--- config.mk ---
export PLATFORM = sky130hd
export DESIGN_NAME = mem_stage
export DESIGN_NICKNAME = d
export VERILOG_FILES = /design/src/rtl/mips_pkg.sv /design/src/rtl/mem_wb.sv /design/src/rtl/mem_stage.sv
export SDC_FILE = /design/constraint.sdc
export NUM_CORES = 1
export LEC_CHECK = 0
export ABC_AREA = 1
export CAP_MARGIN = 25
export CORE_AREA = 2 2 124 126
export DETAILED_ROUTE_END_ITERATION = 8
export DIE_AREA = 0 0 126 128
export GPL_ROUTABILITY_DRIVEN = 0
export MAX_ROUTING_LAYER = met4
export PLACE_DENSITY = 0.65
export SLEW_MARGIN = 20
export SYNTH_ARGS = -nofsm -noshare
export SYNTH_HDL_FRONTEND = slang
export SYNTH_SLANG_ARGS = --single-unit
--- constraint.sdc ---
create_clock -name clk -period 0.8 [get_ports clk]
set_input_delay 0.16 -clock clk [delete_from_list [all_inputs] [get_ports clk]]
set_output_delay 0.16 -clock clk [all_outputs]
set_load 0.005 [all_outputs]
--- src/rtl/mips_pkg.sv ---
// Shared MIPS definitions: control-bit positions in the EX/MEM
// control bundle and the MEM stage access-state encoding.
package mips_pkg;

  localparam int CB_BRANCH   = 4;
  localparam int CB_MEMREAD  = 3;
  localparam int CB_MEMWRITE = 2;
  localparam int CB_REGWRITE = 1;
  localparam int CB_MEMTOREG = 0;

  typedef enum logic {
    IDLE,
    ACCESS
  } mem_state_t;

endpackage

--- src/rtl/mem_wb.sv ---
// MEM/WB pipeline register: load-enable plus bubble insert.
// Ports: load/readDone controls, WB-bound fields in and out.
module mem_wb
  import mips_pkg::*;
#(
  parameter int DATA_W = 32
) (
  input  logic              clk,
  input  logic              reset,
  input  logic              load,
  input  logic              readDone,
  input  logic [1:0]        wbCtrlIn,
  input  logic [DATA_W-1:0] memDataIn,
  input  logic [DATA_W-1:0] aluIn,
  input  logic [4:0]        writeRegIn,
  output logic [1:0]        wbControl,
  output logic [DATA_W-1:0] memDataW,
  output logic [DATA_W-1:0] aluResultW,
  output logic [4:0]        writeRegW
);

  always_ff @(posedge clk or negedge reset) begin
    if (!reset) begin
      wbControl  <= 2'b00;
      memDataW   <= '0;
      aluResultW <= '0;
      writeRegW  <= '0;
    end else if (load) begin
      wbControl  <= wbCtrlIn;
      aluResultW <= aluIn;
      writeRegW  <= writeRegIn;
      if (readDone)
        memDataW <= memDataIn;
    end else begin
      // bubble: no writeback, data fields hold
      wbControl <= 2'b00;
    end
  end

endmodule

--- src/rtl/mem_stage.sv ---
// MIPS MEM stage: branch resolve, req/ack data access, MEM/WB reg.
// Ports: EX/MEM inputs, dmem port, stall, MEM/WB outputs, mem_err.
// Optional MEM_TIMEOUT_EN: abort an access after TIMEOUT_CYCLES.
module mem_stage
  import mips_pkg::*;
#(
  parameter int DATA_W         = 32,
  parameter int TIMEOUT_CYCLES = 16
) (
  input  logic              clk,
  input  logic              reset,
  input  logic [4:0]        controlBits,
  input  logic [DATA_W-1:0] addResult,
  input  logic              zero,
  input  logic [DATA_W-1:0] ulaResult,
  input  logic [DATA_W-1:0] rData2,
  input  logic [4:0]        writeReg,
  output logic              pcSrc,
  output logic [DATA_W-1:0] branchTarget,
  output logic              dmem_req,
  output logic              dmem_we,
  output logic [DATA_W-1:0] dmem_addr,
  output logic [DATA_W-1:0] dmem_wdata,
  input  logic [DATA_W-1:0] dmem_rdata,
  input  logic              dmem_ack,
  output logic              stall,
  output logic [1:0]        wbControl,
  output logic [DATA_W-1:0] memDataW,
  output logic [DATA_W-1:0] aluResultW,
  output logic [4:0]        writeRegW,
  output logic              mem_err
);

  mem_state_t state;
  logic memOp;
  logic active;
  logic isWrite;
  logic abort;
  logic readDone;

  assign memOp   = controlBits[CB_MEMREAD]
                 | controlBits[CB_MEMWRITE];
  assign isWrite = controlBits[CB_MEMWRITE];
  // no request leaves the stage while held in reset
  assign active  = memOp & reset;

  assign pcSrc        = controlBits[CB_BRANCH] & zero;
  assign branchTarget = addResult;

  assign dmem_req   = active;
  assign dmem_we    = isWrite;
  assign dmem_addr  = ulaResult;
  assign dmem_wdata = rData2;

  assign stall    = active & ~dmem_ack & ~abort;
  // read+write together behaves as a write
  assign readDone = active & dmem_ack & ~isWrite;

`ifdef MEM_TIMEOUT_EN
  localparam int CW = $clog2(TIMEOUT_CYCLES + 1);

  logic [CW-1:0] tmoCnt;
  logic          errQ;

  // an ack in the final cycle wins over the abort
  assign abort = (state == ACCESS) & active & ~dmem_ack
               & (tmoCnt == CW'(TIMEOUT_CYCLES - 1));
  assign mem_err = errQ;

  always_ff @(posedge clk or negedge reset) begin
    if (!reset) begin
      state  <= IDLE;
      tmoCnt <= '0;
      errQ   <= 1'b0;
    end else begin
      unique case (state)
        IDLE: begin
          if (active & ~dmem_ack) begin
            state  <= ACCESS;
            tmoCnt <= '0;
          end
        end
        ACCESS: begin
          if (dmem_ack | ~memOp) begin
            state <= IDLE;
          end else if (abort) begin
            state <= IDLE;
            errQ  <= 1'b1;
          end else begin
            tmoCnt <= tmoCnt + 1'b1;
          end
        end
        default: state <= IDLE;
      endcase
    end
  end
`else
  assign abort   = 1'b0 & (TIMEOUT_CYCLES == 0);
  assign mem_err = 1'b0;

  always_ff @(posedge clk or negedge reset) begin
    if (!reset) begin
      state <= IDLE;
    end else begin
      unique case (state)
        IDLE:
          if (active & ~dmem_ack)
            state <= ACCESS;
        ACCESS:
          if (dmem_ack | ~memOp)
            state <= IDLE;
        default: state <= IDLE;
      endcase
    end
  end
`endif

  mem_wb #(
    .DATA_W(DATA_W)
  ) u_mem_wb (
    .clk       (clk),
    .reset     (reset),
    .load      (~stall & ~abort),
    .readDone  (readDone),
    .wbCtrlIn  ({controlBits[CB_REGWRITE],
                 controlBits[CB_MEMTOREG]}),
    .memDataIn (dmem_rdata),
    .aluIn     (ulaResult),
    .writeRegIn(writeReg),
    .wbControl (wbControl),
    .memDataW  (memDataW),
    .aluResultW(aluResultW),
    .writeRegW (writeRegW)
  );

endmodule

==> run_results.csv, run 1 <==
group,metric,value,unit
hold_path,hp-class,"in -> async",
synth,synth_area_leaders,"dfrtp_1, buf_4, nand2_1",
die,die_area,16100,sq um
timing,finClkSkew,0,ns
power,power.leakage,2.89,nW
clocking,clock_sinks,71,
timing,fin_hold_ws,-0.115,ns
global_routing,grtUsageMet3,0.0488,
timing,period_minus_slack,1.04,ns
synth,synth.top_cell.area_share,0.488,
final_layout,final_area,5470,sq um
clocking,cts.path.max_buffers,2,
setup_path,worstPathMaxFanout,2,
synth,synthCells,419,
global_routing,grt_max_degree,52,
final_layout,area_growth,50.2,%
synth,syn_nets,561,
setup_path,slowest_stage,"dfrtp_1",
timing,setup_ws,-0.243,ns
die,die_w,126,um
setup_path,crit_type,"reg -> out",
synth,synth_top_cell_by_area,"dfrtp_1",
final_layout,fillers,1573,
timing,rsz0062_at_grt,"yes",
final_layout,register_area,1780,sq um
die,ioPinCount,314,
detailed_routing,drtIter0Drc,115,
synth,avgSynthCellArea,8.69,sq um
setup_path,cp_data_required_time,0.64,ns
timing,tns,-14.44,ns
power,power.total,0.0112,W
timing,final_max_slew_viol_count,0,
die,start_util,0.245,
final_layout,drive_gt1_frac,0.377,
detailed_routing,drtAntennaViolNets,0,
detailed_routing,vias,3308,
setup_path,crit_family,"flip-flops",
global_routing,antenna_found_initial,3,
place,post_dp_cell_area,5260,sq um
setup_path,crit_path_end_kind,"primary output",
global_routing,grt_pass1_vias,3248,
power,p_per_area,2050,nW/um^2
detailed_routing,dr.pass1.iters,4,
clocking,worstSkewPairLatency,0.34,ns
timing,setup_violations,73,
die,core-area,14900,sq um
place,numPortBuffers,184,
setup_path,worst_ep_arrival_time,0.88,ns
clocking,cts_root_buffer,"clkbuf_16",
detailed_routing,wire_per_inst,14.8,um
timing,hold_violations,50,
detailed_routing,post-route-drc-count,0,
final_layout,nets,708,
die,row_count,45,
job,drv_cap,0,
clocking,htreeDepth,3,
synth,ys_warn_count,0,
detailed_routing,viasPerCell,4.35,
synth,seq_area_frac_synth,0.488,
global_routing,grt.total_usage,0.142,
clocking,cts_tree,"yes",
timing,max_freq,0.959,GHz
timing,fin_crit_sh,1.30,
die,fp.dieH,128,um
clocking,ctsHoldBuffers,1,
final_layout,multi_input_area,1050,sq um
setup_path,ff2ff_setup_slack,-0.07,ns
setup_path,crit_chain,"buf_2",
global_routing,use_met1,0.156,
setup_path,max_stage_delay,0.40,ns
global_routing,met2_usage,0.210,
global_routing,grt_overflow,0,
synth,synth-seq-cells,71,
global_routing,busiest_layer,"met2",
outcome,violations,"hold timing, setup timing",
clocking,cts_buffers,9,
setup_path,cp-start-kind,"flip-flop",
outcome,outcome,"complete, but fails checks",
setup_path,path_buf_inv,1,
detailed_routing,wirelength,11300,um
synth,synth_area,3640,sq um
global_routing,grt_pass1_wl,17100,um
power,irDropWorstVdd,0.927,mV
clocking,clk_pin_slew,0.06,ns
place,hpwl,8060,um
synth,synth_cell_types,11,
==> sequential cells by signal, indices dropped and copies added, names as in the netlist <==
signal	count
u_mem_wb.wbControl	2
u_mem_wb.memDataW	32
u_mem_wb.aluResultW	32
u_mem_wb.writeRegW	5
==> power breakdown <==
group	switching [W]	total [W]	leakage [nW]	internal, W
Sequential	0.000270	0.00436	0.852	0.00409
Clock	0.00156	0.00439	0.159	0.00283
Combinational	0.00108	0.00246	1.87	0.00138
Total	0.00291	0.0112	2.89	0.00830
==> timing repair <==
| action | in CTS | in global routing |
|---|---|---|
| hold endpoints to repair | 55 | 50 |
| cloned | 2 | 1 |
| setup endpoints to repair | 178 | 147 |
| gates resized for setup | 459 | 44 |
| pin swaps | 7 | 20 |
| setup buffers | 12 | 22 |
==> area by class of cell <==
type / count / share of cell area
Clock buffer: 10 / 0.0437
Multi-Input combinational cell: 217 / 0.191
Inverter: 8 / 0.00686
Sequential cell: 71 / 0.325
Clock inverter: 6 / 0.0165
Timing Repair Buffer: 259 / 0.373
Tap cell: 188 / 0.0430
Antenna cell: 2 / 0.000915
==> path summary, 6_finish.rpt <==
path                                       startpoint                      end  cells past startpoint
worst min-delay path                            reset   u_mem_wb.aluResultW[4]                      2
worst min register to register  u_mem_wb.memDataW[27]    u_mem_wb.memDataW[27]                      2
max in group asynchronous                       reset     u_mem_wb.memDataW[4]                      3
min in group clk                        ulaResult[28]  u_mem_wb.aluResultW[28]                      3
worst max register to register  u_mem_wb.memDataW[16]    u_mem_wb.memDataW[16]                      4
worst max-delay path            u_mem_wb.memDataW[16]             memDataW[16]                      1
==> per-layer routing <==
layer / vias to the layer above / part of all wire
li1: 1552 / -
met1: 1550 / 0.39
met2: 159 / 0.46
met3: 47 / 0.097
met4: 0 / 0.052
met5: - / 0
==> cells in the final DEF, fill, tap and decap left out, drive strengths merged <==
master,instances
inv,10
nand3,33
nand4,38
dlygate4sd2,32
nand2,142
conb,1
buf,168
clkdlybuf4s15,16
clkinvlp,1
clkinv,1
nor2,3
clkdlybuf4s50,39
bufinv,2
dfrtp,71
diode,2
dlygate4sd3,1
clkbuf,13
==> metrics by stage <==
step / instances / hold WS [ns] / setup slack, ns / util
detailed placement: 718 / 0.134 / -0.788 / 0.354
CTS: 746 / -0.0836 / -0.246 / 0.353
finish: 761 / -0.115 / -0.243 / 0.368
global placement: 718 / 0.132 / -0.780 / 0.354
global route: 761 / -0.0911 / -0.283 / 0.368
floorplan: 419 / -0.136 / -0.0210 / -
==> synth_stat cells <==
cell type / instances
nand4_1: 38
nand2_1: 142
buf_2: 18
inv_1: 6
dfrtp_1: 71
nand3_1: 33
buf_4: 105
inv_2: 2
conb_1: 1
nor2_1: 1
nor2_2: 2
==> cells by family after synthesis <==
| group | after synthesis | share of synthesized area |
|---|---|---|
| other | 1 | 0.00103 |
| buffers and inverters | 131 | 0.249 |
| and+or+nand+nor | 216 | 0.262 |
| DFF | 71 | 0.488 |
(Power assumes the default switching activity.)
==> run 2, diff against run 1 <==
==> constraint.sdc (replaced) <==
create_clock -name clk -period 1.1 [get_ports clk]
set_input_delay 0.22 -clock clk [delete_from_list [all_inputs] [get_ports clk]]
set_output_delay 0.22 -clock clk [all_outputs]
set_load 0.005 [all_outputs]
==> run 2 against run 1 <==
Net effect:
- critical path type is now in -> out
- flip-flop and latch count unchanged
- clock power decreased by 40%
- the flow now finishes without violations
- final cell count down 2.6%
- sequential power down 28%
- worst setup slack gained 0.25 ns
- register-to-register slack improved by 0.29 ns
- largest power group is now registers
- die area unchanged
==> run_results.csv, run 2 (synthesis results as in run 1) <==
group,metric,value,unit
outcome,outcome,"finished, final reports clean",
timing,worst_slew_pin_slew,0.605,ns
setup_path,worst_ep_arrival_time,0.88,ns
clocking,cts_buffers,9,
power,p_seq_frac,0.423,
detailed_routing,viasPerCell,4.33,
timing,final_max_slew_viol_count,0,
setup_path,worstPathMaxFanout,2,
die,die_area,16100,sq um
final_layout,nets,689,
place,post_dp_cell_area,5050,sq um
final_layout,layout_commonest_cell,"nand2_1",
hold_path,hp-class,"in -> async",
power,p_int,0.00541,W
setup_path,cp_data_required_time,0.88,ns
detailed_routing,dr.pass1.iters,6,
clocking,cts_root_buffer,"clkbuf_16",
die,row_count,45,
power,combPwrFrac,0.224,
global_routing,grt_overflow,0,
detailed_routing,vias,3207,
global_routing,met2_usage,0.208,
final_layout,reg_top3,"u_mem_wb.aluResultW x32, u_mem_wb.memDataW x32, u_mem_wb.writeRegW x5",
setup_path,reg2reg_from,"u_mem_wb.aluResultW[10]",
power,clock_power_share,0.353,
setup_path,max_stage_delay,0.51,ns
power,p_per_area,1450,nW/um^2
setup_path,r2r-end,"u_mem_wb.aluResultW[10]",
timing,fin_crit_sh,0.998,
place,hpwl,7890,um
global_routing,grt_max_degree,57,
clocking,cts.path.max_buffers,2,
timing,slew_headroom,0.597,
setup_path,crit_path_end_kind,"primary output",
setup_path,cp-start-kind,"primary input",
global_routing,grt.total_usage,0.141,
setup_path,slowest_stage,"clkdlybuf4s50_1",
clocking,clock_sinks,71,
power,switchingPower,0.00205,W
clocking,worstSkewPairLatency,0.34,ns
power,irDropWorstVdd,0.672,mV
die,start_util,0.245,
timing,fin_hold_ws,0.00505,ns
power,power.total,0.00747,W
setup_path,cp.depth,2,
setup_path,crit_chain,"clkdlybuf4s50_1, buf_2",
global_routing,grtUsageMet3,0.0497,
final_layout,layout_common_cells,"nand2_1, buf_2, dfrtp_1",
die,ioPinCount,314,
clocking,clk_pin_slew,0.06,ns
setup_path,path_buf_inv,2,
timing,period_minus_slack,1.10,ns
clocking,htreeDepth,3,
setup_path,ff2ff_setup_slack,0.22,ns
timing,setup_violations,0,
setup_path,crit_family,"buffers and inverters",
place,numPortBuffers,184,
detailed_routing,drtAntennaViolNets,0,
job,drv_cap,0,
final_layout,drive_gt1_frac,0.326,
power,switching_share,0.275,
final_layout,area_growth,41.7,%
timing,rsz0062_at_grt,"yes",
die,core-area,14900,sq um
timing,finClkSkew,0,ns
detailed_routing,wirelength,11300,um
global_routing,grt_pass1_wl,17100,um
clocking,cts_tree,"yes",
power,power.leakage,2.75,nW
global_routing,use_met1,0.160,
detailed_routing,wire_per_inst,15.2,um
timing,hold_violations,0,
setup_path,crit_type,"in -> out",
timing,max_freq,0.911,GHz
setup_path,rr_worst_depth,4,
final_layout,final_area,5160,sq um
detailed_routing,post-route-drc-count,0,
global_routing,antenna_found_initial,2,
detailed_routing,drtIter0Drc,124,
die,fp.dieH,128,um
global_routing,grt_pass1_vias,3236,
global_routing,busiest_layer,"met2",
die,die_w,126,um
## run 2: cell count changes in the layout (fill, tap and decap cells not counted), sizes merged, moves of 2 or more
cell	delta
buf	-24
bufinv	-2
clkdlybuf4s15	-2
clkdlybuf4s50	+15
clkinv	+5
dlygate4sd2	-10
dlymetal6s2s	+3
inv	-2
## run 2: layer usage
| metal | up-vias | wire [um] |
|---|---|---|
| met4 | 0 | 586 |
| met3 | 42 | 1050 |
| met2 | 150 | 5140 |
| met5 | - | 0 |
| met1 | 1502 | 4490 |
| li1 | 1513 | - |
## run 2: final cells by class
cell class                      count  area (sq um)
Multi-Input combinational cell    217           968
Tap cell                          188           235
Antenna cell                        1          2.50
Timing Repair Buffer              240          1880
Fill cell                        1624          9710
Sequential cell                    71          1780
Clock inverter                      6          37.5
Inverter                            8          30.0
Clock buffer                       10           229
## run 2: through the flow
stage / TNS [ns] / worst slack, ns / utilization / std cells
after global routing: -0.242 / -0.0218 / 0.347 / 741
after floorplan: 0 / 0.219 / - / 419
after CTS: -0.00139 / -0.00139 / 0.337 / 726
after global placement: -46.44 / -0.658 / 0.340 / 690
final: 0 / 0.00251 / 0.347 / 741
after detailed placement: -48.89 / -0.675 / 0.340 / 690
## run 2: how the worst max path moves through the flow
stage                                 start                       to  slack, ns
finish                        ulaResult[24]            dmem_addr[24]      0.003
global route          u_mem_wb.memDataW[31]             memDataW[31]      -0.02
CTS                 u_mem_wb.aluResultW[30]           aluResultW[30]     -0.001
detailed placement           controlBits[2]                 dmem_req      -0.68
global placement             controlBits[2]                 dmem_req      -0.66
floorplan                          dmem_ack  u_mem_wb.aluResultW[10]       0.22
## run 2: what timing repair did
| action | 4_1_cts | 5_1_grt |
|---|---|---|
| endpoints found under the setup margin | 178 | 76 |
| setup buffers | 20 | 13 |
| resized for setup | 416 | 7 |
| gates cloned | 0 | 2 |
| endpoints found under the hold margin | 23 | 0 |
## run 2: power by group through the flow
stage / Sequential, W / Clock [W] / Combinational [W]
2_1_floorplan: 0.00323 / 0 / 0.000740
3_3_place_gp: 0.00320 / 0 / 0.00186
3_5_place_dp: 0.00321 / 0 / 0.00189
4_1_cts: 0.00316 / 0.00274 / 0.00159
5_1_grt: 0.00320 / 0.00286 / 0.00185
6_report: 0.00316 / 0.00264 / 0.00167
